<file path="config.mk">
export PLATFORM = sky130hd
export DESIGN_NAME = inbox_fifo
export DESIGN_NICKNAME = d
export VERILOG_FILES = /design/src/rtl/hrm_pkg.sv /design/src/rtl/fifo_mem.sv /design/src/rtl/inbox_fifo.sv
export SDC_FILE = /design/constraint.sdc
export NUM_CORES = 1
export LEC_CHECK = 0
export BUFFER_PORTS_ARGS = -buffer_cell sky130_fd_sc_hd__buf_2
export CAP_MARGIN = 10
export CORE_UTILIZATION = 55
export DETAILED_ROUTE_END_ITERATION = 7
export MAX_ROUTING_LAYER = met4
export PLACE_DENSITY = 0.72
export SYNTH_ARGS = -nofsm -noshare
export SYNTH_HDL_FRONTEND = slang
export SYNTH_HIERARCHICAL = 1
export SYNTH_SLANG_ARGS = --single-unit
</file>
<file path="constraint.sdc">
create_clock -name clk -period 7.21 [get_ports clk]
set_clock_uncertainty 0.05 [all_clocks]
set_input_delay 1.0815 -clock clk [delete_from_list [all_inputs] [get_ports clk]]
set_output_delay 1.0815 -clock clk [all_outputs]
set_load 0.01 [all_outputs]
</file>
<file path="src/rtl/hrm_pkg.sv">
// Shared HRM CPU constants: datapath word width and accumulator mux selects.
package hrm_pkg;
    localparam int DATA_W = 8;

    localparam logic [1:0] MUXR_INBOX = 2'b00;
    localparam logic [1:0] MUXR_MEM   = 2'b01;
    localparam logic [1:0] MUXR_ALU   = 2'b11;
endpackage

</file>
<file path="src/rtl/fifo_mem.sv">
// DEPTH x DATA_W storage: one synchronous write port, one asynchronous read port.
module fifo_mem #(
    parameter int DATA_W = 8,
    parameter int DEPTH  = 32,
    parameter int ADDR_W = 5
) (
    input  logic              clk,
    input  logic              we,
    input  logic [ADDR_W-1:0] waddr,
    input  logic [DATA_W-1:0] wdata,
    input  logic [ADDR_W-1:0] raddr,
    output logic [DATA_W-1:0] rdata
);
    logic [DATA_W-1:0] mem [DEPTH];

    // Contents are intentionally not reset; the pointers define what is valid.
    always_ff @(posedge clk) begin
        if (we) mem[waddr] <= wdata;
    end

    assign rdata = mem[raddr];
endmodule

</file>
<file path="src/rtl/inbox_fifo.sv">
// HRM inbox queue: first-word-fall-through head, count-derived flags,
// sticky over/underflow and a synchronous flush for program restart.
module inbox_fifo
    import hrm_pkg::*;
#(
    parameter int DATA_W = hrm_pkg::DATA_W,
    parameter int DEPTH  = 32,
    parameter int ADDR_W = 5
) (
    input  logic              clk,
    input  logic              rst_n,
    input  logic [DATA_W-1:0] iData,
    input  logic              wr,
    input  logic              rd,
    input  logic              clr,
    output logic [DATA_W-1:0] oData,
    output logic              empty,
    output logic              full,
    output logic [ADDR_W:0]   count,
    output logic              ovf,
    output logic              udf
);
    logic [ADDR_W-1:0] wr_ptr, rd_ptr;
    logic [DATA_W-1:0] head;
    logic              push_ok, pop_ok;

    assign empty   = (count == '0);
    assign full    = (count == (ADDR_W+1)'(DEPTH));
    assign push_ok = wr & ~full;
    assign pop_ok  = rd & ~empty;

    fifo_mem #(.DATA_W(DATA_W), .DEPTH(DEPTH), .ADDR_W(ADDR_W)) u_mem (
        .clk   (clk),
        .we    (push_ok & ~clr),
        .waddr (wr_ptr),
        .wdata (iData),
        .raddr (rd_ptr),
        .rdata (head)
    );

    // Head is meaningless while empty; hold it at zero so the register sees a clean value.
    assign oData = empty ? '0 : head;

    always_ff @(posedge clk or negedge rst_n) begin
        if (!rst_n) begin
            wr_ptr <= '0;
            rd_ptr <= '0;
            count  <= '0;
            ovf    <= 1'b0;
            udf    <= 1'b0;
        end else if (clr) begin
            wr_ptr <= '0;
            rd_ptr <= '0;
            count  <= '0;
            ovf    <= 1'b0;
            udf    <= 1'b0;
        end else begin
            if (push_ok) wr_ptr <= wr_ptr + ADDR_W'(1);
            if (pop_ok)  rd_ptr <= rd_ptr + ADDR_W'(1);
            case ({push_ok, pop_ok})
                2'b10:   count <= count + (ADDR_W+1)'(1);
                2'b01:   count <= count - (ADDR_W+1)'(1);
                default: count <= count;
            endcase
            if (wr && full)  ovf <= 1'b1;
            if (rd && empty) udf <= 1'b1;
        end
    end
endmodule

</file>
==> results of run 1 <==
power by group:
part | leakage [nW] | switching, W | internal [W]
clock | 0.454 | 0.000569 | 0.000875
combinational | 0.913 | 0.000299 | 0.000308
sequential | 2.54 | 0.0000775 | 0.00177
sequential cells by signal, summed over array words and instances, names as in the netlist:
register and cells:
u_mem/mem 256, count 6, rd_ptr 5, wr_ptr 5
ovf 1, udf 1
per-stage QoR:
stage | power, W | util (%) | cells
2_1_floorplan | 0.00232 | - | 540
3_3_place_gp | 0.00248 | 58.4 | 810
3_5_place_dp | 0.00249 | 58.4 | 810
4_1_cts | 0.00393 | 63.2 | 861
5_1_grt | 0.00404 | 63.2 | 862
6_report | 0.00390 | 63.2 | 862
final cells by class:
type | count | area (um^2) | share of cell area [%]
diodes | 1 | 2.50 | 0.0202
clock inverters | 17 | 189 | 1.53
clock buffers | 34 | 744 | 6.01
inverters | 4 | 15.0 | 0.121
repair buffers | 33 | 173 | 1.39
well taps | 265 | 332 | 2.68
flip-flops and latches | 274 | 8140 | 65.7
multi-input cells | 234 | 2790 | 22.5
layer usage:
metal / global-route usage (%) / part of all wire, % / vias up
met4: 6.83 / 2.3 / 0
met3: 3.57 / 7.8 / 43
met1: 34.0 / 40 / 2855
li1: - / - / 2304
met2: 38.3 / 50 / 260
met5: - / 0 / -
placed cells by master (no fill, tap or decap), drive strengths merged, types with 2 or more instances in the layout:
| cell | n |
|---|---|
| buf | 33 |
| nand3b | 5 |
| or4 | 2 |
| nor2b | 8 |
| clkbuf | 34 |
| clkinv | 12 |
| xnor2 | 3 |
| nand2b | 2 |
| o21ai | 3 |
| mux2 | 8 |
| a21boi | 2 |
| edfxtp | 256 |
| nor2 | 56 |
| o31ai | 2 |
| o31a | 2 |
| nand2 | 5 |
| ha | 5 |
| mux2i | 3 |
| clkinvlp | 2 |
| bufinv | 4 |
| nand3 | 5 |
| a21oi | 3 |
| o211ai | 2 |
| nand4 | 4 |
| xor2 | 8 |
| or3b | 4 |
| nor3 | 5 |
| mux4 | 80 |
| inv | 3 |
| dfrtp | 18 |
| and2 | 2 |
cell usage after synthesis (2+ instances only):
master    number  area [um^2]
nand2_1        5         18.8
dfrtp_1       18          450
or3b_2         3         26.3
nor2b_1        8         50.1
mux2_2         8         90.1
buf_1          8         30.0
buf_6          2         22.5
nand4_1        4         25.0
nand3b_1       5         37.5
and2_1         2         12.5
mux4_2        80         1800
buf_4          6         45.0
ha_1           5         62.6
inv_1          3         11.3
edfxtp_1     256         7690
xnor2_1        3         26.3
nand3_1        5         25.0
o31a_1         2         17.5
nand2b_1       2         12.5
mux2i_1        3         30.0
xor2_1         8         70.1
o211ai_2       2         25.0
o21ai_0        2         10.0
o31ai_1        2         15.0
clkbuf_1      11         41.3
a21oi_1        3         15.0
nor2_1        56          210
nor3_1         4         20.0
cell families after synthesis:
logic type	after synthesis	synth area share [%]
flip-flops	274	73.4
buffers and inverters	32	1.43
AO/OA/AOI/OAI	25	1.77
adder cells (fa/ha/maj)	5	0.564
AND/OR/NAND/NOR	102	4.61
multiplexers	91	17.3
XOR/XNOR	11	0.869
worst max-delay path by stage:
stage | start | slack (ns) | end | cells after the start
floorplan | rd_ptr[2] | 3.85 | oData[0] | 6
CTS | rd_ptr[0] | 2.14 | oData[0] | 6
global route | rd_ptr[0] | 1.98 | oData[0] | 6
finish | rd_ptr[0] | 2.24 | oData[0] | 6
detailed placement | rd_ptr[0] | 2.71 | oData[1] | 6
global placement | rd_ptr[0] | 2.76 | oData[1] | 6
==> metrics.md, run 1 <==
| Metric | Value |
|---|---|
| Ys Warns | 6 |
| Max-Cap Viols | 0 |
| Pre-antenna DRT Iters | 7 |
| Mapped Avg Cell Area | about 21 um^2 |
| Post-cts resize count | 0 |
| PD cells | roughly 310 mW/mm^2 |
| Number of global-route vias before repair | about 5,400 |
| TritonCTS Buffers | 28 |
| FF-to-FF End | count[4] |
| Vias per cell | 6.34 |
| Antenna violations before repair | 1 |
| Routed vias | roughly 5,500 |
| Unrepaired setup endpoints after global routing | no |
| Async set-reset flop share out of synthesis | 6.57% |
| Number of synthesized flops with an enable pin | between 200 and 300 |
| Delay-heaviest family, CP | multiplexers |
| Worst slew pin tran | 1.16 ns |
| FF-to-FF path depth | 9 |
| Hold-fix buffers, CTS | 0 |
| Place WS | 2.71 ns |
| CP endpoint kind | output pin |
| 1st-iter DRT viols | around 560 |
| Fmax | between 200 and 250 MHz |
| Post-Synthesis Cells | between 500 and 600 |
| CTS sink count | about 270 |
| Run status | finished clean |
| I/O Pins | 31 |
| Die Area | approximately 0.021 mm^2 |
| Post-synth cell types | between 50 and 60 |
| Buffers & Inverters on Critical Path | 2 |
| Post-route cell area | roughly 0.012 mm^2 |
| Syn Nets | between 500 and 600 |
| GRT Resource Usage Total | around a quarter |
| First-pass GRT wire length | roughly 35,000 um |
| Nets@finish | 593 |
| Clock transition at the registers of the reported paths | around 0.06 ns |
| Slew HR | roughly 22% |
| Ys flop type | edfxtp_1 |
| I/O Buffers | 30 |
| Crit path time final | about 5 ns |
| Core area | about 0.020 mm^2 |
| Reg-to-reg slack, setup | 4.08 ns |
| Worst Path Class, Setup | reg2out |
| Placement Cell Area | roughly 0.011 mm^2 |
| Total negative slack | 0 ns |
| H-Tree Depth | 1 |
| CP Launch Type | register |
| Slew Viols, Final | 0 |
| Routability congestion estimate from global placement | around 0.84 |
| Fin crit share | between 60% and 70% |
| Chip height | roughly 140 um |
| Final HPWL DP | roughly 14,000 um |
| DRT Wirelength | between 20,000 and 25,000 um |
| Drt drc | 0 |
| Row cnt | 51 |
| Fraction of layout cells with a size suffix above 1 | between 20% and 30% |
| Worst skew pair latency | 0.53 ns |
| Root buf cell | clkbuf_16 |
| CP Max Fanout | 46 |
| P_leak | 3.91 nW |
| Slowest CP cell | dfrtp_4 |
| Register bit count reported by yosys | approximately 270 |
| CP arrival | about 3.8 ns |
| Register area share after synthesis | 73.4% |
| Initial Utilization | a little under three fifths |
| Worst EP required | 6.08 ns |
| Path category of the worst min-delay check | in2async |
| GRT overflow | 0 |
| Average wire per standard cell | between 20 and 30 um |
| Final hold vios | 0 |
| Detail Route Antenna Nets | 0 |
| Area growth syn-to-layout | 11.7% |
| Layout fillers | ~1,300 |
| CP Cell Sequence | buf_4, mux4_2, mux4_2, mux2_2, nor2b_1, buf_2 |
| Synth Cell Area | 0.0111 mm^2 |
| Peak supply drop | between 0.2 and 0.25 mV |
| Postcts setup bufs | 0 |
| CP most frequent cell | mux4_2 |
| Setup ws final | between 2 and 2.5 ns |
| Final setup violation count | 0 |
| Clock Tree Buf Depth | 3 |
| Largest net degree at the start of global routing | 47 |
| Die X | 144 um |
| Min Hold Slack | 0.432 ns |
| Crit-path max cell delay | approximately 1 ns |
| CTS tree | built |
| RR Startpoint | count[1] |
(Power assumes the default switching activity.)
==> run 2, diff against run 1 <==
Settings changed: ABC_AREA set to 1.
Clock period 7.21 ns to 4.85 ns, I/O delays scaled along.
==> run 2 against run 1 <==
Global-route usage increased by 0.72 points. Worst setup slack worse by 1.4 ns. Flip-flop and latch count unchanged. Routed wire length is 13% higher. Sequential share of layout area fell by 2.2 points. Synthesized cell count grew 99%. Highest routed layer unchanged. First-iteration DRC count grew 35%. Critical path depth is 7 higher. Sequential power is 45% higher. Power is 55% higher.
==> metrics.md, run 2 <==
| Metric | Value |
|---|---|
| Row cnt | 53 |
| DRT Wirelength | ~26,000 um |
| Top reg by flops | u_mem/mem |
| Vias per cell | 5.65 |
| Met3 WL | 2130 um |
| Worst skew pair latency | between 0.5 and 0.6 ns |
| Post-Synthesis Cells | between 1,000 and 1,500 |
| GRT overflow | 0 |
| Post-synth top cells | 394 x nand2_1, 256 x edfxtp_1, 217 x nand3_1 |
| Clock Tree Buf Depth | 3 |
| Crit path time final | 3.97 ns |
| Initial Utilization | between 50 and 60% |
| TritonCTS Buffers | 28 |
| Chip height | between 100 and 150 um |
| Commonest non-fill, non-tap cells in the layout | 394 x nand2_1, 256 x edfxtp_1, 217 x nand3_1, 43 x nor2_1, 40 x inv_1 |
| Area growth syn-to-layout | 8.56% |
| Worst slew pin tran | 0.958 ns |
| Largest registers | u_mem/mem: 256 flops, count: 6 flops |
| P_leak | 4.88 nW |
| Highest metal layer with signal wires | met4 |
| Drt drc | 0 |
| Number of synthesized flops with an enable pin | approximately 260 |
| Final HPWL DP | approximately 15,000 um |
| Slew HR | 35.9% |
| Antenna cells | 0 |
| Largest net degree at the start of global routing | slightly below 90 |
| Fraction of layout cells with a size suffix above 1 | about 9% |
| GRT Resource Usage Total | between 20% and 30% |
| Pre-antenna DRT Iters | 7 |
| Routability congestion estimate from global placement | between 0.8 and 0.9 |
| Ys Warns | 6 |
| H-Tree Depth | 1 |
| Mapped Avg Cell Area | ~11 um^2 |
| Post-synth cell types | 30 |
| Commonest non-fill, non-tap cell in the layout | nand2_1 |
| CP Launch Type | register |
| First-pass GRT wire length | 40,500 um |
| Max-Cap Viols | 0 |
| M1 WL | 10,800 um |
| Worst Path Class, Setup | reg2out |
| Postcts setup bufs | 0 |
| 1st-iter DRT viols | about 760 |
| Largest register FFs | 256 |
| Path category of the worst min-delay check | in2async |
| Routed vias | slightly below 8,000 |
| Register bit count reported by yosys | between 200 and 300 |
| Die X | ~150 um |
| Min Hold Slack | ~0.073 ns |
| Place WS | ~1.4 ns |
| Metal2 WL | roughly 13,000 um |
| Register area share after synthesis | ~70% |
| Async set-reset flop share out of synthesis | under 10% |
| Setup ws final | 0.881 ns |
| Detail Route Antenna Nets | 0 |
| Final setup violation count | 0 |
| Average wire per standard cell | 18.9 um |
| Nets@finish | 1,106 |
| CTS tree | built |
| PD cells | approximately 470 mW/mm^2 |
| Slew Viols, Final | 0 |
| Synth Cell Area | between 0.01 and 0.015 mm^2 |
| Syn Nets | 1,092 |
| Fmax | 252 MHz |
| Core area | roughly 0.021 mm^2 |
| Share of the synthesized area in the top cell type | around two thirds |
| CP endpoint kind | output pin |
| Largest cells by area after synthesis | edfxtp_1 65%, nand2_1 13%, nand3_1 9.2% |
| Pwr Total | roughly 0.0060 W |
| CTS sink count | 274 |
| Synth area leader | edfxtp_1 |
| Worst EP required | 4.07 ns |
| Hold-fix buffers, CTS | 0 |
| Ys flop type | edfxtp_1 |
| I/O Buffers | 30 |
| Post-cts resize count | 0 |
| Die Area | between 0.02 and 0.025 mm^2 |
| CP arrival | around 3.2 ns |
| Peak supply drop | roughly 0.5 mV |
| Root buf cell | clkbuf_16 |
| Final hold vios | 0 |
| Run status | finished clean |
| Unrepaired setup endpoints after global routing | no |
| Antenna violations before repair | 0 |
| Count leader, synth | nand2_1 |
| CP Max Fanout | 86 |
| I/O Pins | 31 |
| Total negative slack | 0 ns |
| Clock transition at the registers of the reported paths | ~0.060 ns |
| Fin crit share | 81.8% |
| Number of global-route vias before repair | between 7,000 and 8,000 |
run 2: changes by cell type after synthesis, moves of 6 or more:
cell / previous run / this run
buf_2: 1 / 15
nor2_1: 56 / 43
nand2_1: 5 / 394
o21ai_0: 2 / 8
mux2_2: 8 / 0
buf_6: 2 / 25
nand3_1: 5 / 217
buf_1: 8 / 2
mux4_2: 80 / 0
xor2_1: 8 / 2
nor2b_1: 8 / 0
inv_1: 3 / 40
run 2: per-stage QoR:
| step | area, um^2 | instances | util [%] |
|---|---|---|---|
| global route | 12800 | 1385 | 61.0 |
| finish | 12800 | 1385 | 61.0 |
| global placement | 12000 | 1333 | 56.9 |
| floorplan | 11800 | 1074 | - |
| CTS | 12800 | 1385 | 61.0 |
| detailed placement | 12000 | 1333 | 56.9 |
run 2: power breakdown:
part           total, W  leakage, nW  internal [W]  switching [W]
Clock           0.00198        0.421       0.00114       0.000838
Combinational   0.00137         1.91      0.000400       0.000971
Sequential      0.00268         2.55       0.00263      0.0000430
Total           0.00603         4.88       0.00418        0.00185
run 2: worst max-delay path, stage by stage, from the launching register on:
cell	delay [ns]
dfrtp_4	0.41
buf_4	0.42
buf_4	0.75
nand2_1	0.11
nand3_1	0.14
nand3_1	0.09
nand2_1	0.11
nand2_1	0.06
nand2_1	0.11
nand2_1	0.07
nand2_1	0.07
nand2_1	0.06
inv_1	0.06
buf_2	0.12
run 2: cells by family after synthesis:
kind of cell             count (synthesis)  share of synthesized area [%]
AO/OA/AOI/OAI                           22                          0.986
flip-flops                             274                           68.9
XOR/XNOR                                 2                          0.148
adder cells (fa/ha/maj)                  5                          0.530
AND/OR/NAND/NOR                        673                           24.4
buffers and inverters                   98                           5.01
run 2: cell type report:
cell class                      instances  area, um^2
Inverter                               44         169
Sequential cell                       274        8140
Clock buffer                           41         801
Tap cell                              275         344
Fill cell                            1673        8210
Timing Repair Buffer                   38         223
Clock inverter                         11        61.3
Multi-Input combinational cell        702        3070
run 2: final timing paths:
path	startpoint	to	slack, ns	cells after the start
min in group clk	wr	ovf	0.44	3
max in group asynchronous	rst_n	rd_ptr[0]	4.35	1
worst min-delay path	rst_n	count[3]	0.07	1
worst max register to register	count[0]	u_mem/mem[12][0]	1.91	6
worst max-delay path	rd_ptr[0]	oData[1]	0.88	13
worst min register to register	ovf	ovf	0.45	2
run 2: layer usage:
metal	track usage, %	vias to the layer above
met5	-	-
met4	7.42	0
met3	3.53	47
met2	39.9	334
met1	34.2	3741
li1	-	3703
